$ cat src/rtl/imm_pkg.sv
// Shared definitions for the immediate-extension pipeline: mode encodings
// and the PAIR-sequence FSM state type.
package imm_pkg;

    localparam logic [1:0] MODE_SIGN = 2'd0;
    localparam logic [1:0] MODE_ZERO = 2'd1;
    localparam logic [1:0] MODE_SHL1 = 2'd2;
    localparam logic [1:0] MODE_PAIR = 2'd3;

    typedef enum logic [0:0] {
        IDLE    = 1'b0,
        HI_HELD = 1'b1
    } pair_state_e;

endpackage

$ cat src/rtl/imm_extend_pipe_if.sv
// Decoder-side beat handshake and ALU-side result handshake of the extender.
interface imm_extend_pipe_if #(
    parameter int IN_W  = 8,
    parameter int OUT_W = 16
);
    logic              in_valid;
    logic              in_ready;
    logic [IN_W-1:0]   in_imm;
    logic [1:0]        in_mode;
    logic              out_valid;
    logic              out_ready;
    logic [OUT_W-1:0]  out_data;
    logic              err;

    modport master (
        output in_valid, in_imm, in_mode, out_ready,
        input  in_ready, out_valid, out_data, err
    );

    modport slave (
        input  in_valid, in_imm, in_mode, out_ready,
        output in_ready, out_valid, out_data, err
    );
endinterface

$ cat src/rtl/imm_extend_core.sv
// Combinational IN_W -> OUT_W extender: sign, zero, sign-then-shift-left-1,
// or {hi, imm} concatenation truncated to OUT_W bits.
module imm_extend_core
    import imm_pkg::*;
#(
    parameter int IN_W  = 8,
    parameter int OUT_W = 16
) (
    input  logic [IN_W-1:0]  imm,
    input  logic [IN_W-1:0]  hi,
    input  logic [1:0]       mode,
    output logic [OUT_W-1:0] result
);
    logic signed [IN_W-1:0]  imm_s;
    logic signed [OUT_W-1:0] sext;
    logic [2*IN_W-1:0]       pair_cat;

    assign imm_s    = signed'(imm);
    assign sext     = OUT_W'(imm_s);
    assign pair_cat = {hi, imm};

    always_comb begin
        result = '0;
        case (mode)
            MODE_SIGN: result = $unsigned(sext);
            MODE_ZERO: result = OUT_W'(imm);
            // The bit shifted out of the top is simply dropped.
            MODE_SHL1: result = {$unsigned(sext[OUT_W-2:0]), 1'b0};
            MODE_PAIR: result = pair_cat[OUT_W-1:0];
            default:   result = '0;
        endcase
    end
endmodule

$ cat src/rtl/imm_extend_pipe.sv
// Pipelined immediate extender: PAIR-sequence FSM with held hi beat, feeding
// a 2-entry output FIFO that absorbs single-cycle ALU holds.
module imm_extend_pipe
    import imm_pkg::*;
#(
    parameter int IN_W  = 8,
    parameter int OUT_W = 16
) (
    input  logic                clk,
    input  logic                rst_n,
    input  logic                flush,
    imm_extend_pipe_if.slave    bus
);
    pair_state_e      state;
    logic [IN_W-1:0]  hi_p0;
    logic [OUT_W-1:0] result_p0;
    logic [OUT_W-1:0] head_p1;
    logic [OUT_W-1:0] tail_p1;
    logic [1:0]       count;
    logic             err_p1;
    logic             accept;
    logic             pop;
    logic             push;
    logic             pair_start;
    logic             pair_break;

    imm_extend_core #(.IN_W(IN_W), .OUT_W(OUT_W)) u_core (
        .imm    (bus.in_imm),
        .hi     (hi_p0),
        .mode   (bus.in_mode),
        .result (result_p0)
    );

    assign bus.in_ready  = (count < 2'd2) || ((count == 2'd2) && bus.out_ready);
    assign bus.out_valid = (count != 2'd0);
    assign bus.out_data  = head_p1;
    assign bus.err       = err_p1;

    assign accept     = bus.in_valid && bus.in_ready;
    assign pop        = (count != 2'd0) && bus.out_ready;
    assign pair_start = accept && (state == IDLE) && (bus.in_mode == MODE_PAIR);
    assign pair_break = accept && (state == HI_HELD) && (bus.in_mode != MODE_PAIR);
    // A PAIR first beat occupies an input slot but produces nothing.
    assign push       = accept && !pair_start;

    // ---- stage p0: pair FSM and held hi beat
    always_ff @(posedge clk or negedge rst_n) begin
        if (!rst_n) begin
            state  <= IDLE;
            err_p1 <= 1'b0;
        end else if (flush) begin
            state  <= IDLE;
            err_p1 <= 1'b0;
        end else begin
            err_p1 <= pair_break;
            if (pair_start) begin
                state <= HI_HELD;
            end else if (accept) begin
                state <= IDLE;
            end
        end
    end

    always_ff @(posedge clk) begin
        if (pair_start) begin
            hi_p0 <= bus.in_imm;
        end
    end

    // ---- stage p1: 2-entry output FIFO, head always in head_p1
    always_ff @(posedge clk or negedge rst_n) begin
        if (!rst_n) begin
            count   <= 2'd0;
            head_p1 <= '0;
            tail_p1 <= '0;
        end else if (flush) begin
            count <= 2'd0;
        end else begin
            case ({push, pop})
                2'b10: begin
                    if (count == 2'd0) head_p1 <= result_p0;
                    else               tail_p1 <= result_p0;
                    count <= count + 2'd1;
                end
                2'b01: begin
                    head_p1 <= tail_p1;
                    count   <= count - 2'd1;
                end
                2'b11: begin
                    if (count == 2'd1) begin
                        head_p1 <= result_p0;
                    end else begin
                        head_p1 <= tail_p1;
                        tail_p1 <= result_p0;
                    end
                end
                default: ;
            endcase
        end
    end
endmodule

$ cat src/flat_wrapper.sv
// flat-port wrapper written by rule: the top's interface ports become plain ports
module imm_extend_pipe_flat import imm_pkg::*;
#(
    parameter int IN_W  = 8,
    parameter int OUT_W = 16
)
  (clk, rst_n, flush, bus_in_valid, bus_in_imm, bus_in_mode, bus_out_ready, bus_in_ready, bus_out_valid, bus_out_data, bus_err);
  imm_extend_pipe_if #(.IN_W(IN_W), .OUT_W(OUT_W)) bus_i ();
  input  logic clk;
  input  logic rst_n;
  input  logic flush;
  input wire logic [$bits(bus_i.in_valid)-1:0] bus_in_valid;
  input wire logic [$bits(bus_i.in_imm)-1:0] bus_in_imm;
  input wire logic [$bits(bus_i.in_mode)-1:0] bus_in_mode;
  input wire logic [$bits(bus_i.out_ready)-1:0] bus_out_ready;
  output wire logic [$bits(bus_i.in_ready)-1:0] bus_in_ready;
  output wire logic [$bits(bus_i.out_valid)-1:0] bus_out_valid;
  output wire logic [$bits(bus_i.out_data)-1:0] bus_out_data;
  output wire logic [$bits(bus_i.err)-1:0] bus_err;
  assign bus_i.in_valid = bus_in_valid;
  assign bus_i.in_imm = bus_in_imm;
  assign bus_i.in_mode = bus_in_mode;
  assign bus_i.out_ready = bus_out_ready;
  assign bus_in_ready = bus_i.in_ready;
  assign bus_out_valid = bus_i.out_valid;
  assign bus_out_data = bus_i.out_data;
  assign bus_err = bus_i.err;
  imm_extend_pipe #(.IN_W(IN_W), .OUT_W(OUT_W)) u_core (.clk(clk), .rst_n(rst_n), .flush(flush), .bus(bus_i));
endmodule
$ cat config.mk
export PLATFORM = sky130hd
export DESIGN_NAME = imm_extend_pipe_flat
export DESIGN_NICKNAME = d
export VERILOG_FILES = /design/src/rtl/imm_pkg.sv /design/src/rtl/imm_extend_pipe_if.sv /design/src/rtl/imm_extend_core.sv /design/src/rtl/imm_extend_pipe.sv /design/src/flat_wrapper.sv
export SDC_FILE = /design/constraint.sdc
export NUM_CORES = 1
export LEC_CHECK = 0
export ABC_CLOCK_PERIOD_IN_PS = 1700
export BUFFER_PORTS_ARGS = -buffer_cell sky130_fd_sc_hd__buf_2
export CAP_MARGIN = 20
export CORE_ASPECT_RATIO = 2
export CORE_MARGIN = 5
export CORE_UTILIZATION = 50
export CTS_CLUSTER_DIAMETER = 30
export DETAILED_ROUTE_END_ITERATION = 10
export PLACE_DENSITY = 0.86
export REMOVE_ABC_BUFFERS = 1
export SETUP_SLACK_MARGIN = 0.02
export SLEW_MARGIN = 5
export SYNTH_ARGS = -nofsm -noshare
export SYNTH_HDL_FRONTEND = slang
export SYNTH_SLANG_ARGS = --single-unit
$ cat constraint.sdc
create_clock -name clk -period 1.7 [get_ports clk]
set_input_delay 0.17 -clock clk [delete_from_list [all_inputs] [get_ports clk]]
set_output_delay 0.17 -clock clk [all_outputs]
set_load 0.01 [all_outputs]
==> results of run 1 <==
## cells by family (layout without fill, tap and decap cells)
kind of cell,count (synthesis),in the layout,synth area share [%]
AOI/OAI and AO/OA,47,47,14.6
and+or+nand+nor,45,45,11.3
DFF,44,44,53.5
muxes,23,23,12.4
buffers and inverters,23,76,5.45
adders and majority gates,3,3,1.76
xor gates and xnor gates,1,1,1.06
## worst paths after layout
kind / start / endpoint / slack [ns] / cells after the start
hold / removal: bus_in_imm[0] / u_core.hi_p0[0] / 0.08 / 1
setup / recovery: u_core.count[1] / u_core.tail_p1[6] / -0.06 / 7
min in group asynchronous: rst_n / u_core.bus.err / 0.44 / 3
setup reg to reg: u_core.count[1] / u_core.tail_p1[6] / -0.06 / 7
max in group asynchronous: rst_n / u_core.bus.out_data[0] / 0.94 / 3
hold reg to reg: u_core.bus.out_data[4] / u_core.bus.out_data[4] / 0.48 / 2
## sequential cells by signal (all words and copies together) (netlist names)
name / flops
u_core.bus.out_data: 16
u_core.tail_p1: 16
u_core.hi_p0: 8
u_core.count: 2
u_core.bus.err: 1
u_core.state: 1
## metal layers
metal / up-vias / GRT usage [%] / share of wire (%) / wire length (microns)
met5: - / 0 / 0 / 0
met2: 44 / 31.9 / 53 / 2500
met3: 23 / 4.05 / 4.4 / 206
li1: 749 / - / - / -
met1: 764 / 19.4 / 37 / 1730
met4: 0 / 11.0 / 5.4 / 255
## cells in the final DEF (no fill, tap or decap), types with 5 or more instances in the layout
cell type,Yosys,layout
sky130_fd_sc_hd__edfxtp_1,8,8
sky130_fd_sc_hd__buf_2,3,33
sky130_fd_sc_hd__mux2_2,6,6
sky130_fd_sc_hd__o21ai_1,16,15
sky130_fd_sc_hd__mux2_1,5,5
sky130_fd_sc_hd__a22o_1,8,8
sky130_fd_sc_hd__inv_1,12,9
sky130_fd_sc_hd__dfrtp_1,36,36
sky130_fd_sc_hd__clkbuf_8,0,5
sky130_fd_sc_hd__nand2_1,20,17
sky130_fd_sc_hd__mux2i_1,8,6
sky130_fd_sc_hd__a21oi_1,17,17
sky130_fd_sc_hd__buf_6,3,9
sky130_fd_sc_hd__nand2b_1,8,8
sky130_fd_sc_hd__buf_4,1,12
## where the power goes
group | internal, mW | switching [mW]
Sequential | 1.46 | 0.207
Clock | 0.291 | 0.379
Combinational | 1.04 | 0.937
Total | 2.79 | 1.52
## layout make-up
cell class                 count  area share, %
sequential                    44           42.8
multi-input combinational    119           34.9
timing repair buffer          56           14.5
clock buffer                   5           2.58
tap                           52           2.44
inverter                      12           1.83
clock inverter                 3          0.892
## repair_timing
item	in CTS	in global routing
gates resized for setup	15	12
endpoints found under the hold margin	36	0
pin swaps	3	4
hold buffers	1	0
gates cloned	1	0
buffers inserted	6	1
setup endpoints to repair	38	43
## worst register-to-register path: cells and delay by family, from the launching register on
| kind | cells | cell delay, ns |
|---|---|---|
| buffers and inverters | 3 | 0.39 |
| adders and majority gates | 1 | 0.17 |
| AOI/OAI and AO/OA | 1 | 0.24 |
| muxes | 1 | 0.29 |
| and+or+nand+nor | 1 | 0.15 |
| DFF | 1 | 0.41 |
==> flow_metrics.py, run 1 <==
metrics = {
    "synthesis": {
        "post_synth_inst_count": 186,
        "synthDistinctLibCells": 36,
        "edff_count_synth": 8,
        "synth-main-ff-cell": "sky130_fd_sc_hd__dfrtp_1",
        "async_flop_share_pct": 81.8,
        "synthesis.area_sq_um": 2130,
        "yosys.area.top_type": "sky130_fd_sc_hd__dfrtp_1",
        "yosys-top-cells-area": "sky130_fd_sc_hd__dfrtp_1 (42%), sky130_fd_sc_hd__edfxtp_1 (11%), sky130_fd_sc_hd__a21oi_1 (4.0%)",
        "syn_area_cell_sq_um": 11.5,
        "synth_seq_cells": 44,
        "ys_top_cells_by_count": "sky130_fd_sc_hd__dfrtp_1 (36), sky130_fd_sc_hd__nand2_1 (20), sky130_fd_sc_hd__a21oi_1 (17)",
        "yosysMostFrequentCell": "sky130_fd_sc_hd__dfrtp_1",
        "yosys_warnings": 0,
        "yosysTopAreaCellShare_pct": 42.2,
        "synth_sequential_area_ratio_pct": 53.5,
    },
    "setup_path": {
        "timing_worst_setup_path_type": "reg2reg",
        "timing.critical_path.cells": "inv_2 -> ha_4 -> buf_4 -> a211oi_4 -> nand4_2 -> buf_6 -> mux2_4",
        "endpoint_kind": "flop",
        "max_stage_delay_ns": 0.41,
        "cp_max_fo": 6,
        "timing.critical_path.max_delay_family": "flip-flops",
        "worst_setup_start_kind": "flop",
        "worst-path-buf-inv": 3,
        "crit_slowest_cell": "sky130_fd_sc_hd__dfrtp_1",
        "worst_ep_arrival_time_ns": 1.95,
        "critPathRequiredTime_ns": 1.89,
    },
    "clock_tree": {
        "tritoncts.num_buffers": 5,
        "clkLatencyLatePin_ns": 0.31,
        "clock_edge_transition_at_the_registers_on_the_reported_setup_and_hold_paths_ns": 0.09,
        "clock_tree.buffer_depth": 2,
        "cts_tree": "built",
        "cts-root-buf": "sky130_fd_sc_hd__clkbuf_8",
        "cts_max_level": 2,
        "clock_sink_count": 44,
    },
    "route": {
        "drt_drc_violations_left": 0,
        "drt.antenna.violating_nets": 0,
        "drt_iter0_markers": 30,
        "drt_via_density": 5.43,
        "post_drt_wl_per_cell_microns": 16.1,
        "routed-via-count": 1580,
        "finalWirelength_microns": 4690,
        "first_pass_iters": 4,
    },
    "final_layout": {
        "stdcell_area_sq_um": 2670,
        "filler_cell_count": 331,
        "post_route_cells_drive_above_1_share_pct": 38.9,
        "stdcell_count": 291,
        "synthToLayoutAreaGrowth_pct": 24.9,
        "final_util_pct": 64.5,
        "multi_input_comb_area_sq_um": 931,
        "finalNetCount": 256,
        "antenna_cells": 0,
        "flip_flop_and_latch_area_sq_um": 1140,
    },
    "floorplanning": {
        "die_width_microns": 56.2,
        "die_h_microns": 102,
        "initial_cell_density_of_the_core_pct": 51.7,
        "core-area_sq_um": 4130,
        "floorplan.rows": 33,
        "io_pins": 34,
        "total_die_area_sq_um": 5750,
    },
    "timing": {
        "max_slew.worst_pin.slew_ns": 0.503,
        "timing.final.crit_period_ns": 1.76,
        "maxSlewHeadroom_pct": 66.4,
        "fmax_ghz": 0.568,
        "worst_skew_ns": 0.00730,
        "timing.setup.tns_ns": -0.781,
        "finalHoldViolCount": 0,
        "final.hold.worst_slack_ns": 0.0756,
        "grt_setup_unrepaired": "true",
        "setup-violations-final": 27,
        "final.period_utilization_pct": 104,
        "layout_setup_ws_ns": -0.0619,
        "slew_violations": 0,
    },
    "pwr": {
        "power_density_nw_per_um2": 1620,
        "static-leakage-power_nw": 1.23,
        "irDropWorstVdd_v": 0.000958,
        "p_total_mw": 4.31,
    },
    "status": {
        "outcome": "complete, but fails checks",
        "violations": "setup timing",
    },
    "place": {
        "place_congestion": 0.737,
        "buffer_ports.inserted": 33,
        "dp_hpwl_microns": 3130,
        "place_area_sq_um": 2420,
        "preCtsSetupSlack_ns": -0.161,
        "placedCellCount": 275,
    },
    "global_route": {
        "grt_first_pass_wirelength_microns": 7970,
        "number_of_antenna_violations_at_the_first_check_in_global_routing": 0,
        "grt.total_usage_pct": 18.1,
        "grt-ovfl-total": 0,
        "grt_pass1_vias": 1678,
        "grt_start_max_net_pins": 37,
    },
    "job": {
        "max_cap_viol_count": 0,
    },
    "worst_hold_path": {
        "worst_hold_path_type": "in2reg",
    },
}
No activity file was read; power rests on OpenSTA's default activity.
==> run 2, diff against run 1 <==
--- a/config.mk
+++ b/config.mk
@@ -8,15 +8,18 @@
 export ABC_CLOCK_PERIOD_IN_PS = 1700
 export BUFFER_PORTS_ARGS = -buffer_cell sky130_fd_sc_hd__buf_2
 export CAP_MARGIN = 20
+export CELL_PAD_IN_SITES_DETAIL_PLACEMENT = 1
+export CELL_PAD_IN_SITES_GLOBAL_PLACEMENT = 2
 export CORE_ASPECT_RATIO = 2
 export CORE_MARGIN = 5
-export CORE_UTILIZATION = 50
-export CTS_CLUSTER_DIAMETER = 30
+export CORE_UTILIZATION = 34
+export CTS_CLUSTER_DIAMETER = 200
 export DETAILED_ROUTE_END_ITERATION = 10
-export PLACE_DENSITY = 0.86
+export PLACE_DENSITY = 0.85
 export REMOVE_ABC_BUFFERS = 1
 export SETUP_SLACK_MARGIN = 0.02
 export SLEW_MARGIN = 5
 export SYNTH_ARGS = -nofsm -noshare
 export SYNTH_HDL_FRONTEND = slang
+export SYNTH_HIERARCHICAL = 1
 export SYNTH_SLANG_ARGS = --single-unit
==> flow_metrics.py, run 2 <==
metrics = {
    "timing": {
        "slew_violations": 0,
        "fmax_ghz": 0.526,
        "grt_setup_unrepaired": "true",
        "finalHoldViolCount": 0,
        "max_slew.worst_pin.slew_ns": 0.557,
        "setup-violations-final": 41,
        "final.period_utilization_pct": 112,
        "maxSlewHeadroom_pct": 62.8,
        "timing.setup.tns_ns": -5.20,
        "worst_skew_ns": 0.0100,
        "timing.final.crit_period_ns": 1.90,
        "layout_setup_ws_ns": -0.201,
    },
    "clock_tree": {
        "clock_sink_count": 44,
        "clock_edge_transition_at_the_registers_on_the_reported_setup_and_hold_paths_ns": 0.07,
        "cts-root-buf": "sky130_fd_sc_hd__clkbuf_16",
        "clkLatencyLatePin_ns": 0.30,
        "tritoncts.num_buffers": 5,
        "cts_max_level": 2,
        "cts_tree": "built",
        "clock_tree.buffer_depth": 2,
    },
    "route": {
        "first_pass_iters": 2,
        "drt_via_density": 4.85,
        "drt_drc_violations_left": 0,
        "routed-via-count": 1465,
        "finalWirelength_microns": 5390,
        "drt.antenna.violating_nets": 0,
        "post_drt_wl_per_cell_microns": 17.8,
        "drt_iter0_markers": 24,
    },
    "synthesis": {
        "synthDistinctLibCells": 36,
        "yosys_warnings": 6,
        "yosys.area.top_type": "sky130_fd_sc_hd__dfrtp_1",
        "synth_seq_cells": 44,
        "edff_count_synth": 8,
        "ys_top_cells_by_count": "sky130_fd_sc_hd__dfrtp_1 (36), sky130_fd_sc_hd__nand2_1 (19), sky130_fd_sc_hd__mux2_4 (17), sky130_fd_sc_hd__mux2i_1 (17), sky130_fd_sc_hd__o21ai_0 (14)",
        "yosysTopAreaCellShare_pct": 41.1,
        "post_synth_inst_count": 168,
        "async_flop_share_pct": 81.8,
        "yosys-top-cells-area": "sky130_fd_sc_hd__dfrtp_1 (41%), sky130_fd_sc_hd__mux2_4 (12%), sky130_fd_sc_hd__edfxtp_1 (11%)",
        "yosysMostFrequentCell": "sky130_fd_sc_hd__dfrtp_1",
        "synth-main-ff-cell": "sky130_fd_sc_hd__dfrtp_1",
        "synth_sequential_area_ratio_pct": 52.0,
        "syn_area_cell_sq_um": 13.1,
        "synthesis.area_sq_um": 2190,
    },
    "final_layout": {
        "layout_common_cells": "sky130_fd_sc_hd__dfrtp_1 (35), sky130_fd_sc_hd__buf_2 (32), sky130_fd_sc_hd__nand2_1 (18), sky130_fd_sc_hd__mux2_4 (18), sky130_fd_sc_hd__o21ai_1 (16)",
        "stdcell_area_sq_um": 2870,
        "mostFrequentLayoutCell": "sky130_fd_sc_hd__dfrtp_1",
        "filler_cell_count": 676,
        "synthToLayoutAreaGrowth_pct": 30.7,
        "stdcell_count": 302,
        "final_util_pct": 45.4,
        "antenna_cells": 0,
        "post_route_cells_drive_above_1_share_pct": 47.7,
        "finalNetCount": 233,
    },
    "place": {
        "buffer_ports.inserted": 33,
        "placedCellCount": 291,
        "dp_hpwl_microns": 3730,
        "place_congestion": 0.687,
        "place_area_sq_um": 2550,
        "preCtsSetupSlack_ns": -0.207,
    },
    "setup_path": {
        "crit_top_cell": "sky130_fd_sc_hd__buf_12",
        "cp_max_fo": 8,
        "crit_slowest_cell": "sky130_fd_sc_hd__dfrtp_2",
        "timing.critical_path.max_delay_family": "compound AO/OA/AOI/OAI gates",
        "max_stage_delay_ns": 0.46,
        "worst_setup_start_kind": "flop",
        "timing.critical_path.cells": "ha_4 -> a21bo_4 -> buf_12 -> a41oi_4 -> buf_12 -> mux2i_2 -> o21ai_1",
        "worst-path-buf-inv": 2,
        "endpoint_kind": "flop",
        "timing_worst_setup_path_type": "reg2reg",
        "critPathRequiredTime_ns": 1.87,
        "worst_ep_arrival_time_ns": 2.07,
    },
    "global_route": {
        "grt_first_pass_wirelength_microns": 8850,
        "grt_pass1_vias": 1730,
        "grt.total_usage_pct": 14.6,
        "grt_start_max_net_pins": 22,
        "number_of_antenna_violations_at_the_first_check_in_global_routing": 0,
        "grt-ovfl-total": 0,
    },
    "floorplanning": {
        "die_h_microns": 124,
        "die_width_microns": 66.8,
        "total_die_area_sq_um": 8250,
        "floorplan.rows": 41,
        "io_pins": 34,
        "core-area_sq_um": 6310,
        "initial_cell_density_of_the_core_pct": 34.8,
    },
    "job": {
        "max_cap_viol_count": 0,
    },
    "status": {
        "violations": "setup timing",
        "outcome": "complete, but fails checks",
    },
    "pwr": {
        "irDropWorstVdd_v": 0.00125,
        "power_density_nw_per_um2": 1730,
        "static-leakage-power_nw": 1.34,
    },
    "worst_hold_path": {
        "worst_hold_path_type": "in2reg",
    },
}
## run 2: worst reg2reg max path, cell delays in order, from the launching register on
cell,delay [ns]
sky130_fd_sc_hd__dfrtp_2,0.46
sky130_fd_sc_hd__ha_4,0.18
sky130_fd_sc_hd__a21bo_4,0.23
sky130_fd_sc_hd__buf_12,0.13
sky130_fd_sc_hd__a41oi_4,0.28
sky130_fd_sc_hd__buf_12,0.20
sky130_fd_sc_hd__mux2i_2,0.23
sky130_fd_sc_hd__o21ai_1,0.09
## run 2: path summary, 6_finish.rpt
path / start / slack (ns) / to / cells past startpoint
max: u_core/count[1] / -0.20 / u_core/bus.out_data[14] / 7
min: bus_in_imm[7] / 0.09 / u_core/hi_p0[7] / 1
max reg2reg: u_core/count[1] / -0.20 / u_core/bus.out_data[14] / 7
min reg2reg: u_core/bus.out_data[6] / 0.48 / u_core/bus.out_data[6] / 2
max in group asynchronous: rst_n / 0.82 / u_core/count[1] / 3
min in group asynchronous: rst_n / 0.38 / u_core/bus.out_data[1] / 2
## run 2: layout make-up
| cell class | instances | area, sq um | area share (%) |
|---|---|---|---|
| sequential | 44 | 1140 | 39.8 |
| multi-input combinational | 111 | 1070 | 37.3 |
| timing repair buffer | 49 | 363 | 12.7 |
| clock buffer | 6 | 129 | 4.49 |
| tap | 86 | 108 | 3.75 |
| clock inverter | 2 | 35.0 | 1.22 |
| inverter | 4 | 21.3 | 0.742 |
## run 2: metrics by stage
step	hold slack, ns	power, mW
finish	0.0877	4.96
CTS	0.0904	4.89
floorplan	-0.126	2.77
detailed placement	0.178	3.55
global route	0.0871	5.27
global placement	0.164	3.45
## run 2: timing repair
action,CTS,global route
setup endpoints to repair,42,44
pin swaps,4,9
resized for setup,26,18
hold endpoints to repair,20,0
buffers inserted,2,2
cloned,1,0
hold buffers,1,0
## run 2: cell families (layout without fill, tap and decap cells)
| group | count (synthesis) | count (layout) | synth area share [%] |
|---|---|---|---|
| multiplexers | 41 | 41 | 23.0 |
| XOR/XNOR | 1 | 1 | 0.399 |
| adder cells (fa/ha/maj) | 3 | 3 | 1.71 |
| AO/OA/AOI/OAI | 30 | 30 | 9.81 |
| flip-flops | 44 | 44 | 52.0 |
| buffers and inverters | 13 | 61 | 4.05 |
| AND/OR/NAND/NOR | 36 | 36 | 9.01 |
## run 2: per-layer routing
| metal | GRT usage [%] | vias up | wire length (microns) | share of wire, % |
|---|---|---|---|---|
| li1 | - | 684 | - | - |
| met1 | 14.1 | 746 | 1920 | 36 |
| met2 | 28.5 | 22 | 3180 | 59 |
| met3 | 2.26 | 13 | 148 | 2.7 |
| met4 | 7.51 | 0 | 141 | 2.6 |
| met5 | 0 | - | 0 | 0 |
## run 2: power breakdown
group	switching, mW	internal, mW
Combinational	0.983	1.16
Sequential	0.245	1.48
Clock	0.409	0.692
Total	1.64	3.32
==> run 3, diff against run 2 <==
--- a/config.mk
+++ b/config.mk
@@ -18,6 +18,7 @@
 export PLACE_DENSITY = 0.85
 export REMOVE_ABC_BUFFERS = 1
 export SETUP_SLACK_MARGIN = 0.02
+export SKIP_LAST_GASP = 1
 export SLEW_MARGIN = 5
 export SYNTH_ARGS = -nofsm -noshare
 export SYNTH_HDL_FRONTEND = slang
==> flow_metrics.py, run 3 (synthesis results as in run 2) <==
metrics = {
    "setup_path": {
        "timing.critical_path.max_delay_family": "compound AO/OA/AOI/OAI gates",
        "critPathRequiredTime_ns": 1.87,
        "worst_ep_arrival_time_ns": 2.07,
        "reg2reg_slack_ns": -0.20,
        "timing.rr.end": "u_core/bus.out_data[14]",
        "worst-path-buf-inv": 2,
        "cp_max_fo": 8,
        "worst_setup_start_kind": "flop",
        "endpoint_kind": "flop",
        "timing.critical_path.cells": "ha_4 -> a21bo_4 -> buf_12 -> a41oi_4 -> buf_12 -> mux2i_2 -> o21ai_1",
        "max_stage_delay_ns": 0.46,
        "crit_top_cell": "sky130_fd_sc_hd__buf_12",
        "reg2reg_from": "u_core/count[1]",
        "crit_slowest_cell": "sky130_fd_sc_hd__dfrtp_2",
        "worst_r2r_path_depth": 7,
        "timing_worst_setup_path_type": "reg2reg",
    },
    "clock_tree": {
        "cts_tree": "built",
        "clkLatencyLatePin_ns": 0.30,
        "clock_edge_transition_at_the_registers_on_the_reported_setup_and_hold_paths_ns": 0.07,
        "tritoncts.num_buffers": 5,
        "cts_max_level": 2,
        "clock_tree.buffer_depth": 2,
        "clock_sink_count": 44,
        "cts-root-buf": "sky130_fd_sc_hd__clkbuf_16",
    },
    "timing": {
        "worst_skew_ns": 0.00997,
        "finalHoldViolCount": 0,
        "max_slew.worst_pin.slew_ns": 0.558,
        "grt_setup_unrepaired": "true",
        "setup-violations-final": 41,
        "slew_violations": 0,
        "timing.setup.tns_ns": -5.35,
        "maxSlewHeadroom_pct": 62.7,
        "final.period_utilization_pct": 112,
        "fmax_ghz": 0.526,
        "timing.final.crit_period_ns": 1.90,
        "layout_setup_ws_ns": -0.201,
    },
    "status": {
        "outcome": "complete, but fails checks",
        "violations": "setup timing",
    },
    "route": {
        "post_drt_wl_per_cell_microns": 17.9,
        "drt_iter0_markers": 23,
        "drt_drc_violations_left": 0,
        "drt.antenna.violating_nets": 0,
        "drt_via_density": 4.83,
        "finalWirelength_microns": 5400,
        "first_pass_iters": 2,
        "routed-via-count": 1460,
    },
    "place": {
        "placedCellCount": 291,
        "dp_hpwl_microns": 3730,
        "place_congestion": 0.687,
        "buffer_ports.inserted": 33,
    },
    "global_route": {
        "grt_first_pass_wirelength_microns": 8850,
        "grt_start_max_net_pins": 22,
        "grt.total_usage_pct": 14.6,
        "number_of_antenna_violations_at_the_first_check_in_global_routing": 0,
        "grt_pass1_vias": 1730,
        "grt-ovfl-total": 0,
    },
    "job": {
        "max_cap_viol_count": 0,
    },
    "floorplanning": {
        "io_pins": 34,
        "floorplan.rows": 41,
        "die_width_microns": 66.8,
        "die_h_microns": 124,
        "initial_cell_density_of_the_core_pct": 34.8,
        "total_die_area_sq_um": 8250,
        "core-area_sq_um": 6310,
    },
    "worst_hold_path": {
        "worst_hold_path_type": "in2reg",
        "min_delay_path_depth": 1,
        "hold_start": "bus_in_imm[6]",
        "hold_path_end": "u_core/hi_p0[6]",
    },
    "final_layout": {
        "antenna_cells": 0,
        "layout_common_cells": "sky130_fd_sc_hd__dfrtp_1 (35), sky130_fd_sc_hd__buf_2 (32), sky130_fd_sc_hd__nand2_1 (18), sky130_fd_sc_hd__mux2_4 (18), sky130_fd_sc_hd__o21ai_1 (16)",
        "stdcell_count": 302,
        "finalNetCount": 233,
        "final_util_pct": 45.5,
        "synthToLayoutAreaGrowth_pct": 30.9,
        "mostFrequentLayoutCell": "sky130_fd_sc_hd__dfrtp_1",
        "post_route_cells_drive_above_1_share_pct": 47.7,
    },
    "pwr": {
        "power_density_nw_per_um2": 1730,
        "static-leakage-power_nw": 1.34,
        "irDropWorstVdd_v": 0.00125,
    },
}
-- run 3: metal layers --
metal  wire length, microns  vias to the layer above  GRT usage, %
met3                    148                       13          2.26
met1                   1940                      743          14.1
met2                   3170                       22          28.5
met4                    141                        0          7.51
met5                      0                        -             0
li1                       -                      682             -
-- run 3: timing repair --
item,CTS,global route
buffers inserted,2,2
resized for setup,25,20
cloned,1,0
hold buffers,1,0
pin swaps,4,10
endpoints found under the hold margin,20,0
endpoints found under the setup margin,42,44
-- run 3: worst max-delay path by stage --
stage | start | endpoint | slack (ns) | depth (start not counted)
6_report | u_core/count[1] | u_core/bus.out_data[14] | -0.20 | 7
5_1_grt | u_core/count[1] | u_core/bus.out_data[14] | -0.26 | 7
4_1_cts | u_core/count[1] | u_core/bus.out_data[14] | -0.20 | 7
3_5_place_dp | u_core/count[1] | u_core/bus.out_data[5] | -0.21 | 7
3_3_place_gp | u_core/count[1] | u_core/bus.out_data[5] | -0.15 | 7
2_1_floorplan | u_core/count[0] | u_core/bus.out_data[0] | -0.76 | 5
-- run 3: where the power goes --
part           switching (mW)  internal [mW]  total (mW)
Sequential              0.245           1.48        1.72
Clock                   0.409          0.692        1.10
Combinational           0.986           1.16        2.15
Total                    1.64           3.33        4.97
-- run 3: final cells by class --
| type | count | area (sq um) |
|---|---|---|
| tap | 86 | 108 |
| multi-input combinational | 111 | 1070 |
| timing repair buffer | 49 | 367 |
| fill | 676 | 3440 |
| clock inverter | 2 | 35.0 |
| sequential | 44 | 1140 |
| clock buffer | 6 | 129 |
| inverter | 4 | 21.3 |
-- run 3: stage by stage --
stage / hold WS [ns] / cell area, sq um / setup slack, ns / power [mW]
global route: 0.0871 / 2870 / -0.264 / 5.28
detailed placement: 0.178 / 2550 / -0.207 / 3.55
floorplan: -0.126 / 2120 / -0.762 / 2.77
finish: 0.0947 / 2870 / -0.201 / 4.97
global placement: 0.164 / 2550 / -0.154 / 3.45
CTS: 0.0904 / 2810 / -0.201 / 4.89
